==> config.mk <==
export PLATFORM = sky130hd
export DESIGN_NAME = pipeline_hazard_ctrl
export DESIGN_NICKNAME = d
export VERILOG_FILES = /design/src/rtl/rv_pkg.sv /design/src/rtl/hazard_detect.sv /design/src/rtl/pipeline_hazard_ctrl.sv
export SDC_FILE = /design/constraint.sdc
export NUM_CORES = 1
export LEC_CHECK = 0
export BUFFER_PORTS_ARGS = -buffer_cell sky130_fd_sc_hd__buf_2
export CAP_MARGIN = 20
export CORE_ASPECT_RATIO = 0.8
export CORE_UTILIZATION = 54
export DETAILED_ROUTE_END_ITERATION = 8
export PLACE_DENSITY = 0.86
export SLEW_MARGIN = 15
export SYNTH_ARGS = -nofsm -noshare
export SYNTH_HDL_FRONTEND = slang
export SYNTH_SLANG_ARGS = --single-unit
==> constraint.sdc <==
create_clock -name clk -period 5.5 [get_ports clk]
set_input_delay 0.55 -clock clk [delete_from_list [all_inputs] [get_ports clk]]
set_output_delay 0.55 -clock clk [all_outputs]
set_load 0.005 [all_outputs]
==> src/rtl/rv_pkg.sv <==
// Shared RV32I decode constants, bubble encoding and hazard-controller state encodings.
package rv_pkg;

    localparam logic [6:0] OP_LOAD   = 7'b0000011;
    localparam logic [6:0] OP_STORE  = 7'b0100011;
    localparam logic [6:0] OP_BRANCH = 7'b1100011;
    localparam logic [6:0] OP_REG    = 7'b0110011;
    localparam logic [6:0] OP_LUI    = 7'b0110111;
    localparam logic [6:0] OP_AUIPC  = 7'b0010111;
    localparam logic [6:0] OP_JAL    = 7'b1101111;

    localparam logic [31:0] NOP_INSTR = 32'h00000013;

    localparam logic [1:0] ST_RUN       = 2'd0;
    localparam logic [1:0] ST_LU_BUBBLE = 2'd1;
    localparam logic [1:0] ST_BR_FLUSH  = 2'd2;
    localparam logic [1:0] ST_MEM_WAIT  = 2'd3;

    localparam logic [15:0] CNT_MAX = 16'hFFFF;

    typedef struct packed {
        logic [6:0] funct7;
        logic [4:0] rs2;
        logic [4:0] rs1;
        logic [2:0] funct3;
        logic [4:0] rd;
        logic [6:0] opcode;
    } rv_fields_t;

    function automatic logic [15:0] sat_inc(input logic [15:0] v);
        return (v == CNT_MAX) ? v : v + 16'd1;
    endfunction

endpackage

==> src/rtl/hazard_detect.sv <==
// Load-use comparator: flags a decode instruction that reads the rd of a load in execute.
module hazard_detect
    import rv_pkg::*;
#(
    parameter logic [31:0] NOP = NOP_INSTR
) (
    input  logic [31:0] id_instr_i,
    input  logic [31:0] ex_instr_i,
    output logic        load_use_o
);

    rv_fields_t id_f;
    rv_fields_t ex_f;
    logic       rs1_used;
    logic       rs2_used;
    logic       ex_load;
    logic       hit_rs1;
    logic       hit_rs2;
    logic       id_bubble;
    logic       unused_fields;

    assign id_f = rv_fields_t'(id_instr_i);
    assign ex_f = rv_fields_t'(ex_instr_i);

    assign rs1_used = (id_f.opcode != OP_LUI) && (id_f.opcode != OP_AUIPC) && (id_f.opcode != OP_JAL);
    assign rs2_used = (id_f.opcode == OP_REG) || (id_f.opcode == OP_STORE) || (id_f.opcode == OP_BRANCH);
    assign ex_load  = (ex_f.opcode == OP_LOAD) && (ex_f.rd != 5'd0);

    assign hit_rs1 = rs1_used && (ex_f.rd == id_f.rs1);
    assign hit_rs2 = rs2_used && (ex_f.rd == id_f.rs2);

    // A bubble in decode reads nothing, whatever its encoding happens to be.
    assign id_bubble  = (id_instr_i == NOP);
    assign load_use_o = ex_load && (hit_rs1 || hit_rs2) && !id_bubble;

    assign unused_fields = ^{id_f.funct7, id_f.funct3, id_f.rd,
                             ex_f.funct7, ex_f.funct3, ex_f.rs1, ex_f.rs2};

endmodule

==> src/rtl/pipeline_hazard_ctrl.sv <==
// Stall/flush controller for a 5-stage RV32I pipeline: load-use bubbles, branch flushes,
// data-memory waits, plus saturating stall/flush counters and a sticky wait timeout.
module pipeline_hazard_ctrl
    import rv_pkg::*;
#(
    parameter int          WAIT_MAX = 16,
    parameter logic [31:0] NOP      = NOP_INSTR
) (
    input  logic        clk,
    input  logic        clear,
    input  logic [31:0] id_instr,
    input  logic [31:0] ex_instr,
    input  logic        ex_branch_taken,
    input  logic        mem_busy,
    output logic        stall_pc,
    output logic        stall_ifid,
    output logic        flush_ifid,
    output logic        flush_idex,
    output logic [15:0] stall_cycles,
    output logic [15:0] flush_count,
    output logic        timeout
);

    localparam logic [15:0] WAIT_LIM = 16'(WAIT_MAX);

    logic [1:0]  state_q, state_d;
    logic [15:0] wait_q, wait_d;
    logic [15:0] stall_cnt_q, stall_cnt_d;
    logic [15:0] flush_cnt_q, flush_cnt_d;
    logic        timeout_q, timeout_d;

    logic load_use;
    logic stall;
    logic flush_if;
    logic flush_id;
    logic redirect;

    hazard_detect #(.NOP(NOP)) u_hazard_detect (
        .id_instr_i (id_instr),
        .ex_instr_i (ex_instr),
        .load_use_o (load_use)
    );

    always_comb begin
        state_d  = state_q;
        wait_d   = wait_q;
        stall    = 1'b0;
        flush_if = 1'b0;
        flush_id = 1'b0;
        redirect = 1'b0;
        case (state_q)
            ST_RUN: begin
                if (mem_busy) begin
                    stall   = 1'b1;
                    wait_d  = 16'd0;
                    state_d = ST_MEM_WAIT;
                end else if (ex_branch_taken) begin
                    flush_if = 1'b1;
                    flush_id = 1'b1;
                    redirect = 1'b1;
                    state_d  = ST_BR_FLUSH;
                end else if (load_use) begin
                    stall    = 1'b1;
                    flush_id = 1'b1;
                    state_d  = ST_LU_BUBBLE;
                end
            end
            ST_LU_BUBBLE: state_d = ST_RUN;
            ST_BR_FLUSH: begin
                // Second cycle of the penalty: the wrong-path fetch now sitting in IF/ID.
                flush_if = 1'b1;
                state_d  = ST_RUN;
            end
            ST_MEM_WAIT: begin
                if (mem_busy) begin
                    stall  = 1'b1;
                    wait_d = sat_inc(wait_q);
                end else begin
                    wait_d  = 16'd0;
                    state_d = ST_RUN;
                end
            end
            default: state_d = ST_RUN;
        endcase
    end

    assign stall_cnt_d = stall    ? sat_inc(stall_cnt_q) : stall_cnt_q;
    assign flush_cnt_d = redirect ? sat_inc(flush_cnt_q) : flush_cnt_q;
    assign timeout_d   = timeout_q || (wait_d > WAIT_LIM);

    always_ff @(posedge clk or posedge clear) begin
        if (clear) begin
            state_q     <= ST_RUN;
            wait_q      <= 16'd0;
            stall_cnt_q <= 16'd0;
            flush_cnt_q <= 16'd0;
            timeout_q   <= 1'b0;
        end else begin
            state_q     <= state_d;
            wait_q      <= wait_d;
            stall_cnt_q <= stall_cnt_d;
            flush_cnt_q <= flush_cnt_d;
            timeout_q   <= timeout_d;
        end
    end

    // State sits in RUN during clear, so the live inputs must be masked off here.
    assign stall_pc     = stall    & ~clear;
    assign stall_ifid   = stall    & ~clear;
    assign flush_ifid   = flush_if & ~clear;
    assign flush_idex   = flush_id & ~clear;
    assign stall_cycles = stall_cnt_q;
    assign flush_count  = flush_cnt_q;
    assign timeout      = timeout_q;

endmodule
; ---- After elaboration in Yosys (flattened, before gate mapping)
; Cells that the tools add are included.
; Widths: inputs -> output; s select.
[totals]
ff_bits = 51
in_bits = 68
output_inout_bits = 37
wordCells = 72
[classes]
add_sub_neg = 3
n_lt_le_gt_ge = 1
n_eq_ne = 18
mux = 21
bitwise_logic = 6
reduce_logical = 18
[op_table]
columns = cell, n
row1 = $add 16x1->16 const B, 3
row2 = $eq 16x16->1 const B, 3
row3 = $mux 16, 3
row4 = $eq 32x5->1 const B, 1
row5 = $pmux 16 s2, 1
row6 = $gt 16x5->1 const B, 1
row7 = $eq 7x6->1 const B, 2
row8 = $eq 5x5->1, 2
row9 = $mux 1, 10
row10 = $mux 2, 4
row11 = $eq 7x2->1 const B, 1
row12 = $eq 7x7->1 const B, 1
row13 = $logic_and 1x1->1, 7
row14 = $ne 7x5->1 const B, 1
row15 = $ne 7x6->1 const B, 1
row16 = $ne 7x7->1 const B, 1
row17 = $pmux 2 s3, 1
row18 = $reduce_and 2->1, 3
row19 = $reduce_bool 5->1, 1
row20 = $eq 2x2->1 const B, 2
row21 = $logic_or 1x1->1, 4
row22 = $ne 4x4->1 const B, 1
row23 = $pmux 1 s2, 2
row24 = $and 1x1->1, 3
row25 = other kinds (6), 8

; ---- Logic depth before layout (Yosys ltp)
; Gate-level depths: netlist (run 1).
[logic_depth]
ltp_word = 12
depth_mapped = 10
ltp_nobuf = 9

; ---- Hierarchy
; From an unflattened synthesis (run 1), not the netlist that was laid out.
[unflattened]
hier_cells = 325
hier_area_um2 = 3139.3
[modules_own_cells]
columns = module, instances, cells_per_inst, area_per_inst_um2, seq_area_each_um2
row1 = pipeline_hazard_ctrl, 1, 290, 2867.8, 1276.2
row2 = hazard_detect, 1, 35, 271.5, 0.0

; ---- Worst setup path after synthesis (run 1)
; Ideal clock, no wire load.
[synth_path]
kind = in2out
start = input clear
end = output flush_idex
arrival_ps = 1930
t_required_ps = 4950
setup_slack_ps = 3020
cell_stages = 2
n_path_buf = 0
cell_sequence = inv_1 > o211a_1
[synth_via]
elab_chain_cells = 2
[synth_rtl]
columns = element, line
row1 = from (decl), pipeline_hazard_ctrl.sv:10  ; input logic clear,
row2 = $not 1->1, pipeline_hazard_ctrl.sv:111  ; assign flush_idex = flush_id & ~clear;
row3 = $and 1x1->1, pipeline_hazard_ctrl.sv:111
row4 = to (decl), pipeline_hazard_ctrl.sv:18  ; output logic flush_idex,
; Every way passes these cells.

; ---- Worst setup path after layout (run 1)
[layout_path]
start = register state_q[0]
end = register timeout_q (netlist: timeout)
[layout_via]
elab_chain_cells = 4
word_cells_on_any_way = 5
cone_classes = order compare: 1 / eq/ne: 1 / mux: 1 / reduce/logical: 2
[layout_rtl]
columns = element, line
row1 = from (decl), pipeline_hazard_ctrl.sv:26  ; logic [1:0] state_q, state_d;
row2 = from (signal assigned), pipeline_hazard_ctrl.sv:99  ; state_q <= state_d;
row3 = $eq 2x2->1 or $logic_not 2->1 (tied branches), pipeline_hazard_ctrl.sv:51  ; case (state_q)
row4 = $pmux 16 s2 *, pipeline_hazard_ctrl.sv:51
row5 = named net wait_d[12], pipeline_hazard_ctrl.sv:27  ; logic [15:0] wait_q, wait_d;
row6 = $gt 16x5->1 *, pipeline_hazard_ctrl.sv:89  ; assign timeout_d = timeout_q || (wait_d > WAIT_LIM);
row7 = $logic_or 1x1->1 *, pipeline_hazard_ctrl.sv:89
row8 = named net timeout_d, pipeline_hazard_ctrl.sv:30  ; logic timeout_q, timeout_d;
row9 = to (signal assigned), pipeline_hazard_ctrl.sv:103  ; timeout_q <= timeout_d;
row10 = to (decl), pipeline_hazard_ctrl.sv:30
; The timed path passes the listed nets; every way through them passes the cells marked *.
; A chain may end at the register's enable or synchronous reset.

==> results of run 1 <==
## worst paths after layout
kind                           startpoint  cells past startpoint              to
max                            state_q[0]                      9         timeout
min in group clk           flush_count[7]                      1  flush_count[7]
min reg2reg                flush_count[7]                      1  flush_count[7]
max reg2reg                    state_q[0]                      9         timeout
max in group asynchronous           clear                      3         timeout
min                                 clear                      3       wait_q[1]
## flip-flops by register name, indices dropped and copies added, names as in the netlist
name,flops
flush_count,16
stall_cycles,16
wait_q,16
state_q,2
timeout,1
## tightest hold or removal path: cells and delay by family
family | cells | cell delay [ps]
buf+inv | 3 | 680
## placed cells by master (no fill, tap or decap), drive strengths merged, types with 2 or more instances in the layout
cell type,synthesis,final
and2,5,5
nor4b,2,2
dfrtp,51,51
or2,2,2
a31oi,5,5
clkbuf,7,6
buf,3,85
o21a,2,2
and3,5,5
nor4,14,14
mux2,2,2
nand4,18,18
xnor2,32,32
a311oi,3,3
a211oi,2,2
o211ai,2,2
nor3,12,12
o21ai,7,7
inv,9,10
xor2,8,8
ha,6,6
or4,3,3
nor2,20,20
nand3,24,24
a22o,3,3
or3,2,2
nand2,23,23
a41o,2,2
a21oi,11,11
and4,2,2
## power by group
part	switching (mW)	internal [mW]
clock	0.122	0.101
sequential	0.0613	0.419
combinational	0.223	0.146
total	0.406	0.666
## cell type report
type	count	area, um^2
fillers	425	1630
multi-input cells	238	1610
flip-flops and latches	51	1280
repair buffers	85	428
clock buffers	6	82.6
well taps	62	77.6
inverters	9	33.8
clock inverters	1	8.76
## metal layers
| metal | global-route usage [%] | part of all wire (%) | up-vias |
|---|---|---|---|
| li1 | - | - | 1313 |
| met1 | 32.8 | 43 | 1296 |
| met2 | 47.1 | 47 | 136 |
| met3 | 4.70 | 7.9 | 16 |
| met4 | 10.8 | 1.7 | 0 |
| met5 | 0 | 0 | - |
## logic make-up after synthesis
logic type,share of synthesized area (%)
mux,0.758
flops,42.9
compound gates,12.3
simple gates,26.9
xor+xnor,11.8
buf+inv,2.82
fa+ha+maj,2.53
## through the flow
| stage | instance area (um^2) | setup slack, ps |
|---|---|---|
| floorplan | 2970 | 3020 |
| global route | 3520 | 2520 |
| detailed placement | 3430 | 2750 |
| CTS | 3520 | 2750 |
| global placement | 3430 | 2740 |
| finish | 3520 | 2710 |
==> flow_summary_export.csv, run 1 <==
group,metric,value,unit
yosys,synth_cell_types,60,
power_and_ir_drop,cellPowerDensity,305,nW/um^2
timing,timing.setup.tns,0,ps
yosys,yosysSeqAreaShare,42.9,%
global_routing,antenna_found_initial,0,
timing,finClkSkew,10.5,ps
finish,area_growth,18.4,%
worst_setup_path,required,5680,ps
timing,period_share,50.8,%
worst_setup_path,worst-setup-path-type,"reg -> reg",
yosys,synth_area_leaders,"dfrtp_1 43%, xnor2_1 9.4%, nand4_1 3.8%",
global_routing,grt_max_degree,52,
clock_network,cts_root_buffer,"clkbuf_8",
finish,n_antenna_cell,0,
timing,slew_headroom,48.3,%
clock_network,numCtsBuffers,5,
global_routing,first_global_vias,2579,
clock_network,cts_tree,"built",
yosys,ys_dominant_reg_cell,"dfrtp_1",
yosys,yosys-top-cells-count,"51 x dfrtp_1, 32 x xnor2_1, 22 x nand2_1, 22 x nand3_1, 19 x nor2_1",
worst_setup_path,crit_buf_inv,1,
routing,ant_nets,0,
die,die_h,68.4,um
routing,drt_iter0_drc,387,
run_status,violations,"design-rule violations",
worst_setup_path,cp_top_family,"simple AND/OR/NAND/NOR gates",
worst_hold_path,hold_path.class,"in -> async",
die,die_w,84.9,um
worst_setup_path,critPathMaxStageDelay,560,ps
timing,min_period,2790,ps
timing,grt_setup_unrepaired,"false",
routing,post-route-drc-count,12,
clock_network,clk_latency,310,ps
clock_network,holdBufCountCts,0,
die,die-area,5810,um^2
yosys,synth_fp_nets,382,
global_routing,grt_pass1_wl,11800,um
clock_network,ctsResizeCount,0,
place,place.gp.congestion,0.842,
worst_setup_path,worst_path_max_delay_cell,"or4_1",
timing,whs,438,ps
place,dp.cells,445,
die,pin_count,105,
yosys,async_flop_share,100,%
global_routing,grt_use_total,26.5,%
clock_network,postCtsSetupBuffers,0,
worst_setup_path,end_kind,"register",
power_and_ir_drop,ir_drop,0.000257,V
power_and_ir_drop,p_total,1.07,mW
finish,final_util,68.3,%
finish,layout.cells.non_filler,452,
routing,drtPass1Iterations,8,
power_and_ir_drop,power_leakage,1.65,nW
routing,routedWlPerCell,15.8,um
yosys,synth.cell_area,2970,um^2
finish,nets,464,
run_status,status,"complete, but fails checks",
timing,setup_viol,0,
worst_setup_path,rrSetupSlack,2710,ps
yosys,netlist.area_leader.share,42.9,%
finish,layout-drive-gt1-share,28.2,%
global_routing,grt-ovfl-total,0,
yosys,synth-seq-cells,51,
clock_network,cts_buffer_depth,2,
timing,final_max_slew_viol_count,0,
routing,finalWirelength,7120,um
clock_network,path_clk_slew,100,ps
yosys,syn_inst,308,
yosys,yosysMostFrequentCell,"dfrtp_1",
yosys,synth_edf_count,0,
yosys,ys_warn_count,0,
clock_network,ctsHtreeMaxLevel,2,
flow_run,maxCapViolations,0,
die,initial_utilization,57.7,%
die,rows,23,
clock_network,cts_sinks,51,
worst_setup_path,cp-start-kind,"register",
timing,max_freq,0.358,GHz
yosys,yosysTopAreaCell,"dfrtp_1",
worst_setup_path,cp_max_fo,14,
yosys,avgSynthCellArea,9.65,um^2
timing,tightest_slew,772,ps
place,post-dp-hpwl,5350,um
timing,hold_violations,0,
place,portBuffers,84,
die,core,5150,um^2
routing,via_per_inst,6.11,
worst_setup_path,path_cells,"inv_1, ha_1, nand3b_1, nor3_1, a31oi_1, a311oi_1, or4_1, nor4_2, nand4_1",
routing,vias,2761,
worst_setup_path,cp.arrival,2970,ps
Note: power is estimated with default switching activity, not from simulation.
==> run 2, diff against run 1 <==
--- a/config.mk
+++ b/config.mk
@@ -5,12 +5,13 @@
 export SDC_FILE = /design/constraint.sdc
 export NUM_CORES = 1
 export LEC_CHECK = 0
+export ABC_AREA = 1
 export BUFFER_PORTS_ARGS = -buffer_cell sky130_fd_sc_hd__buf_2
 export CAP_MARGIN = 20
 export CORE_ASPECT_RATIO = 0.8
-export CORE_UTILIZATION = 54
+export CORE_UTILIZATION = 48
 export DETAILED_ROUTE_END_ITERATION = 8
-export PLACE_DENSITY = 0.86
+export PLACE_DENSITY = 0.78
 export SLEW_MARGIN = 15
 export SYNTH_ARGS = -nofsm -noshare
 export SYNTH_HDL_FRONTEND = slang
==> constraint.sdc (replaced) <==
create_clock -name clk -period 2.5 [get_ports clk]
set_input_delay 0.25 -clock clk [delete_from_list [all_inputs] [get_ports clk]]
set_output_delay 0.25 -clock clk [all_outputs]
set_load 0.005 [all_outputs]
==> flow_summary_export.csv, run 2 <==
group,metric,value,unit
run_status,status,"complete, but fails checks",
run_status,violations,"design-rule violations",
die,die-area,7810,um^2
worst_setup_path,cp.arrival,2330,ps
finish,multi_input_area,2030,um^2
finish,area_growth,17.9,%
yosys,synth-seq-cells,51,
yosys,synthXorXnorAreaFrac,8.81,%
yosys,synth_compound_area_share,3.50,%
yosys,yosysTopAreaCell,"dfrtp_1",
power_and_ir_drop,cellPowerDensity,659,nW/um^2
yosys,avgSynthCellArea,7.16,um^2
routing,drtPass1Iterations,7,
finish,layout-drive-gt1-share,21.8,%
die,die_h,79.2,um
finish,final_util,59.8,%
yosys,synth_fa_ha_area_share,2.10,%
place,portBuffers,84,
flow_run,maxCapViolations,0,
power_and_ir_drop,power_switching_share,40.5,%
worst_setup_path,worst-setup-path-type,"reg -> reg",
timing,period_share,86.1,%
yosys,synthSimpleGateAreaFrac,42.2,%
timing,setup_viol,0,
worst_setup_path,rr_worst_depth,12,
power_and_ir_drop,seqPwrFrac,38.4,%
finish,fillers,648,
timing,timing.setup.tns,0,ps
clock_network,ctsHtreeMaxLevel,2,
yosys,synth_area_leaders,"dfrtp_1 36%, nand2_1 14%, nor2_1 6.7%",
clock_network,cts_tree,"built",
worst_hold_path,hold_path.class,"in -> async",
yosys,synth_edf_count,0,
power_and_ir_drop,power.internal,1.65,mW
timing,final_max_slew_viol_count,0,
place,post-dp-hpwl,6650,um
die,die_w,98.5,um
timing,grt_setup_unrepaired,"false",
finish,n_antenna_cell,0,
worst_setup_path,required,2680,ps
routing,ant_nets,0,
global_routing,antenna_found_initial,0,
yosys,netlist.area_leader.share,35.7,%
clock_network,ctsResizeCount,0,
power_and_ir_drop,power_leakage,2.20,nW
power_and_ir_drop,ir_drop,0.000482,V
clock_network,cts_sinks,51,
worst_setup_path,cp-start-kind,"register",
die,core,7060,um^2
clock_network,clk_latency,300,ps
global_routing,grt-ovfl-total,0,
timing,hold_violations,0,
yosys,synth_fp_nets,574,
place,place.gp.congestion,0.899,
global_routing,grt_max_degree,52,
power_and_ir_drop,switchingPower,1.13,mW
global_routing,first_global_vias,3319,
routing,routedWlPerCell,12.6,um
yosys,yosysSeqAreaShare,35.7,%
clock_network,path_clk_slew,100,ps
routing,finalWirelength,8520,um
routing,post-route-drc-count,2,
yosys,async_flop_share,100,%
power_and_ir_drop,p_clk_share,21.2,%
clock_network,numCtsBuffers,5,
yosys,synth.cell_area,3580,um^2
worst_setup_path,cp_max_fo,8,
global_routing,grt_pass1_wl,14900,um
yosys,synth_cell_types,36,
power_and_ir_drop,p_comb_share,40.4,%
timing,max_freq,0.465,GHz
finish,final_cell_mix,"130 x nand2_1, 84 x buf_2, 64 x nor2_1",
yosys,synth_top_family_by_area,"simple AND/OR/NAND/NOR gates",
worst_setup_path,rrSetupSlack,350,ps
finish,final-seq-area,1280,um^2
finish,nets,664,
routing,via_per_inst,5.27,
clock_network,cts_buffer_depth,2,
yosys,syn_inst,500,
yosys,yosys-top-cells-count,"130 x nand2_1, 64 x nor2_1, 59 x inv_1, 51 x dfrtp_1, 44 x nand3_1",
global_routing,grt_use_total,23.2,%
clock_network,cts_root_buffer,"clkbuf_8",
timing,tightest_slew,647,ps
yosys,muxShareOfSynthArea,0,%
die,initial_utilization,50.7,%
worst_setup_path,end_kind,"register",
timing,min_period,2150,ps
timing,slew_headroom,56.9,%
routing,vias,3570,
routing,drt_iter0_drc,309,
yosys,ys_dominant_reg_cell,"dfrtp_1",
timing,finClkSkew,12.6,ps
clock_network,postCtsSetupBuffers,0,
yosys,yosysMostFrequentCell,"nand2_1",
die,pin_count,105,
yosys,ys_warn_count,0,
die,rows,27,
clock_network,holdBufCountCts,0,
finish,final_common_cell,"nand2_1",
[run 2: path summary, 6_finish.rpt]
check,start,end
worst max-delay path,wait_q[0],timeout
max in group asynchronous,clear,wait_q[15]
worst min-delay path,clear,wait_q[7]
min in group clk,mem_busy,wait_q[11]
worst min register to register,flush_count[15],flush_count[15]
worst max register to register,wait_q[0],timeout
[run 2: layer usage]
metal  wire length, um  up-vias  global-route usage [%]
met5                 0        -                       0
met4                94        0                    4.63
met3               575        8                    3.08
met2              3900      131                    38.3
met1              3950     1633                    32.6
li1                  -     1798                       -
[run 2: cells by family after synthesis]
logic type	Yosys count
AO/OA/AOI/OAI	22
XOR/XNOR	36
adder cells (fa/ha/maj)	6
AND/OR/NAND/NOR	316
flip-flops	51
buffers and inverters	69
[run 2: final cells by class]
| type | instances | area share (%) |
|---|---|---|
| sequential | 51 | 30.2 |
| timing repair buffer | 89 | 10.9 |
| clock buffer | 5 | 1.63 |
| tap | 87 | 2.58 |
| multi-input combinational | 380 | 48.0 |
| clock inverter | 3 | 1.10 |
| inverter | 63 | 5.60 |
[run 2: worst max-delay path, stage by stage (launching register included)]
cell and delay (ps):
dfrtp_1 440, ha_1 270, nand2_1 160, nor2_8 210
nand4_4 170, nand2_1 130, nand2_1 60, nand3_1 70
nand2_2 60, nor2_1 210, nand2_1 90, nor2_1 90
nand3_1 80
[run 2: power by group through the flow]
stage	Sequential (mW)	Combinational (mW)	Clock [mW]
final	1.07	1.12	0.589
after global routing	1.09	1.29	0.638
after CTS	1.07	1.12	0.610
after detailed placement	1.08	1.11	0
after global placement	1.07	1.08	0
after floorplan	1.06	0.756	0
[run 2: metrics by stage]
step	hold slack, ps	std cells	area [um^2]	total power [mW]	setup slack [ps]
global placement	481	670	4110	2.15	466
floorplan	412	500	3580	1.82	648
detailed placement	487	670	4110	2.19	415
CTS	196	678	4220	2.80	378
finish	165	678	4220	2.78	348
global route	228	678	4220	3.01	166
==> run 3, diff against run 2 <==
--- a/config.mk
+++ b/config.mk
@@ -8,10 +8,12 @@
 export ABC_AREA = 1
 export BUFFER_PORTS_ARGS = -buffer_cell sky130_fd_sc_hd__buf_2
 export CAP_MARGIN = 20
+export CELL_PAD_IN_SITES_DETAIL_PLACEMENT = 0
+export CELL_PAD_IN_SITES_GLOBAL_PLACEMENT = 1
 export CORE_ASPECT_RATIO = 0.8
-export CORE_UTILIZATION = 48
+export CORE_UTILIZATION = 33
 export DETAILED_ROUTE_END_ITERATION = 8
-export PLACE_DENSITY = 0.78
+export PLACE_DENSITY_LB_ADDON = 0.1
 export SLEW_MARGIN = 15
 export SYNTH_ARGS = -nofsm -noshare
 export SYNTH_HDL_FRONTEND = slang
==> flow_summary_export.csv, run 3 (synthesis results as in run 2) <==
group,metric,value,unit
run_status,status,"finished clean",
clock_network,cts_tree,"built",
clock_network,clk_latency,300,ps
finish,layout-drive-gt1-share,22.2,%
die,core,10400,um^2
global_routing,grt-ovfl-total,0,
power_and_ir_drop,power_leakage,2.25,nW
timing,hold_violations,0,
die,initial_utilization,34.4,%
global_routing,grt_max_degree,52,
timing,period_share,83.7,%
timing,max_freq,0.478,GHz
flow_run,maxCapViolations,0,
clock_network,numCtsBuffers,5,
power_and_ir_drop,power_switching_share,37.6,%
worst_setup_path,required,2680,ps
routing,via_per_inst,4.73,
die,die_w,118,um
global_routing,first_global_vias,3281,
finish,post-route-cell-area,4390,um^2
routing,vias,3472,
power_and_ir_drop,seqPwrFrac,34.1,%
power_and_ir_drop,switchingPower,1.18,mW
clock_network,postCtsSetupBuffers,0,
global_routing,antenna_found_initial,0,
power_and_ir_drop,ir_drop,0.000303,V
die,pin_count,105,
clock_network,ctsResizeCount,0,
clock_network,cts_sinks,51,
place,place_area,4190,um^2
routing,drtPass1Iterations,4,
timing,setup_viol,0,
routing,finalWirelength,9430,um
clock_network,path_clk_slew,70,ps
finish,final_common_cell,"nand2_1",
place,post-dp-hpwl,7340,um
timing,finClkSkew,8.10,ps
routing,drt_iter0_drc,198,
worst_setup_path,cp_max_fo,8,
power_and_ir_drop,cellPowerDensity,715,nW/um^2
worst_setup_path,worst-setup-path-type,"reg -> reg",
finish,area_growth,22.6,%
global_routing,grt_pass1_wl,15600,um
finish,final_cell_mix,"130 x nand2_1, 84 x buf_2, 64 x nor2_1",
timing,timing.setup.tns,0,ps
clock_network,ctsHtreeMaxLevel,2,
timing,tightest_slew,677,ps
finish,layout.cells.non_filler,734,
die,die-area,11300,um^2
routing,ant_nets,0,
place,portBuffers,84,
place,dp.cells,726,
finish,nets,667,
global_routing,grt_use_total,17.4,%
place,place.gp.congestion,0.815,
timing,slew_headroom,54.8,%
clock_network,cts_buffer_depth,2,
routing,post-route-drc-count,0,
worst_setup_path,cp-start-kind,"register",
worst_setup_path,cp.arrival,2280,ps
timing,final_max_slew_viol_count,0,
clock_network,holdBufCountCts,0,
timing,min_period,2090,ps
die,die_h,95.1,um
clock_network,cts_root_buffer,"clkbuf_16",
timing,grt_setup_unrepaired,"false",
power_and_ir_drop,power.internal,1.96,mW
routing,routedWlPerCell,12.8,um
die,rows,33,
power_and_ir_drop,p_clk_share,28.7,%
finish,n_antenna_cell,0,
worst_hold_path,hold_path.class,"in -> async",
worst_setup_path,end_kind,"register",
power_and_ir_drop,p_comb_share,37.2,%
finish,fillers,1142,
-- run 3: cell count changes in the layout (fill, tap and decap cells not counted) --
cell | previous run | this run
buf_4 | 5 | 8
bufinv_16 | 1 | 2
clkbuf_16 | 0 | 5
clkbuf_8 | 5 | 0
inv_6 | 1 | 0
-- run 3: metrics by stage --
stage / utilization (%) / power [mW] / hold slack, ps / setup slack, ps
floorplan: - / 1.82 / 412 / 648
global placement: 40.3 / 2.25 / 477 / 402
detailed placement: 40.3 / 2.26 / 481 / 395
CTS: 42.2 / 3.18 / 226 / 389
global route: 42.2 / 3.37 / 270 / 163
finish: 42.2 / 3.14 / 185 / 406
-- run 3: power groups by stage --
stage | Sequential (mW) | Clock [mW] | Combinational [mW]
floorplan | 1.06 | 0 | 0.756
global placement | 1.08 | 0 | 1.16
detailed placement | 1.09 | 0 | 1.17
CTS | 1.07 | 0.930 | 1.18
global route | 1.09 | 0.963 | 1.32
finish | 1.07 | 0.901 | 1.17
-- run 3: cell type report --
cell class	count	area, um^2	area share (%)
sequential	51	1280	29.1
clock inverter	3	67.6	1.54
clock buffer	5	125	2.85
tap	140	175	3.99
multi-input combinational	380	2030	46.2
timing repair buffer	92	480	11.0
inverter	63	236	5.39
-- run 3: critical path, cell delays in order, from the launching register on --
cell,delay (ps)
dfrtp_1,440
ha_1,250
nand2_1,150
nor2_8,220
inv_1,60
nor2_1,110
nand3_1,180
nand3_1,110
nand2_1,50
nand2_1,130
nand3_1,90
nor2_1,110
nand3_1,80
-- run 3: final timing paths --
| check | start | endpoint | slack [ps] | cells after the start |
|---|---|---|---|---|
| max | wait_q[0] | timeout | 410 | 12 |
| min | clear | state_q[0] | 180 | 3 |
| max reg2reg | wait_q[0] | timeout | 410 | 12 |
| min reg2reg | flush_count[5] | flush_count[5] | 490 | 1 |
| max in group asynchronous | clear | wait_q[13] | 1860 | 3 |
| min in group clk | ex_branch_taken | state_q[0] | 290 | 4 |
-- run 3: layer usage --
metal / track usage (%) / up-vias / wire, um
li1: - / 1803 / -
met1: 24.9 / 1586 / 4980
met2: 27.0 / 76 / 3900
met3: 3.23 / 7 / 466
met4: 4.75 / 0 / 87
met5: 0 / - / 0
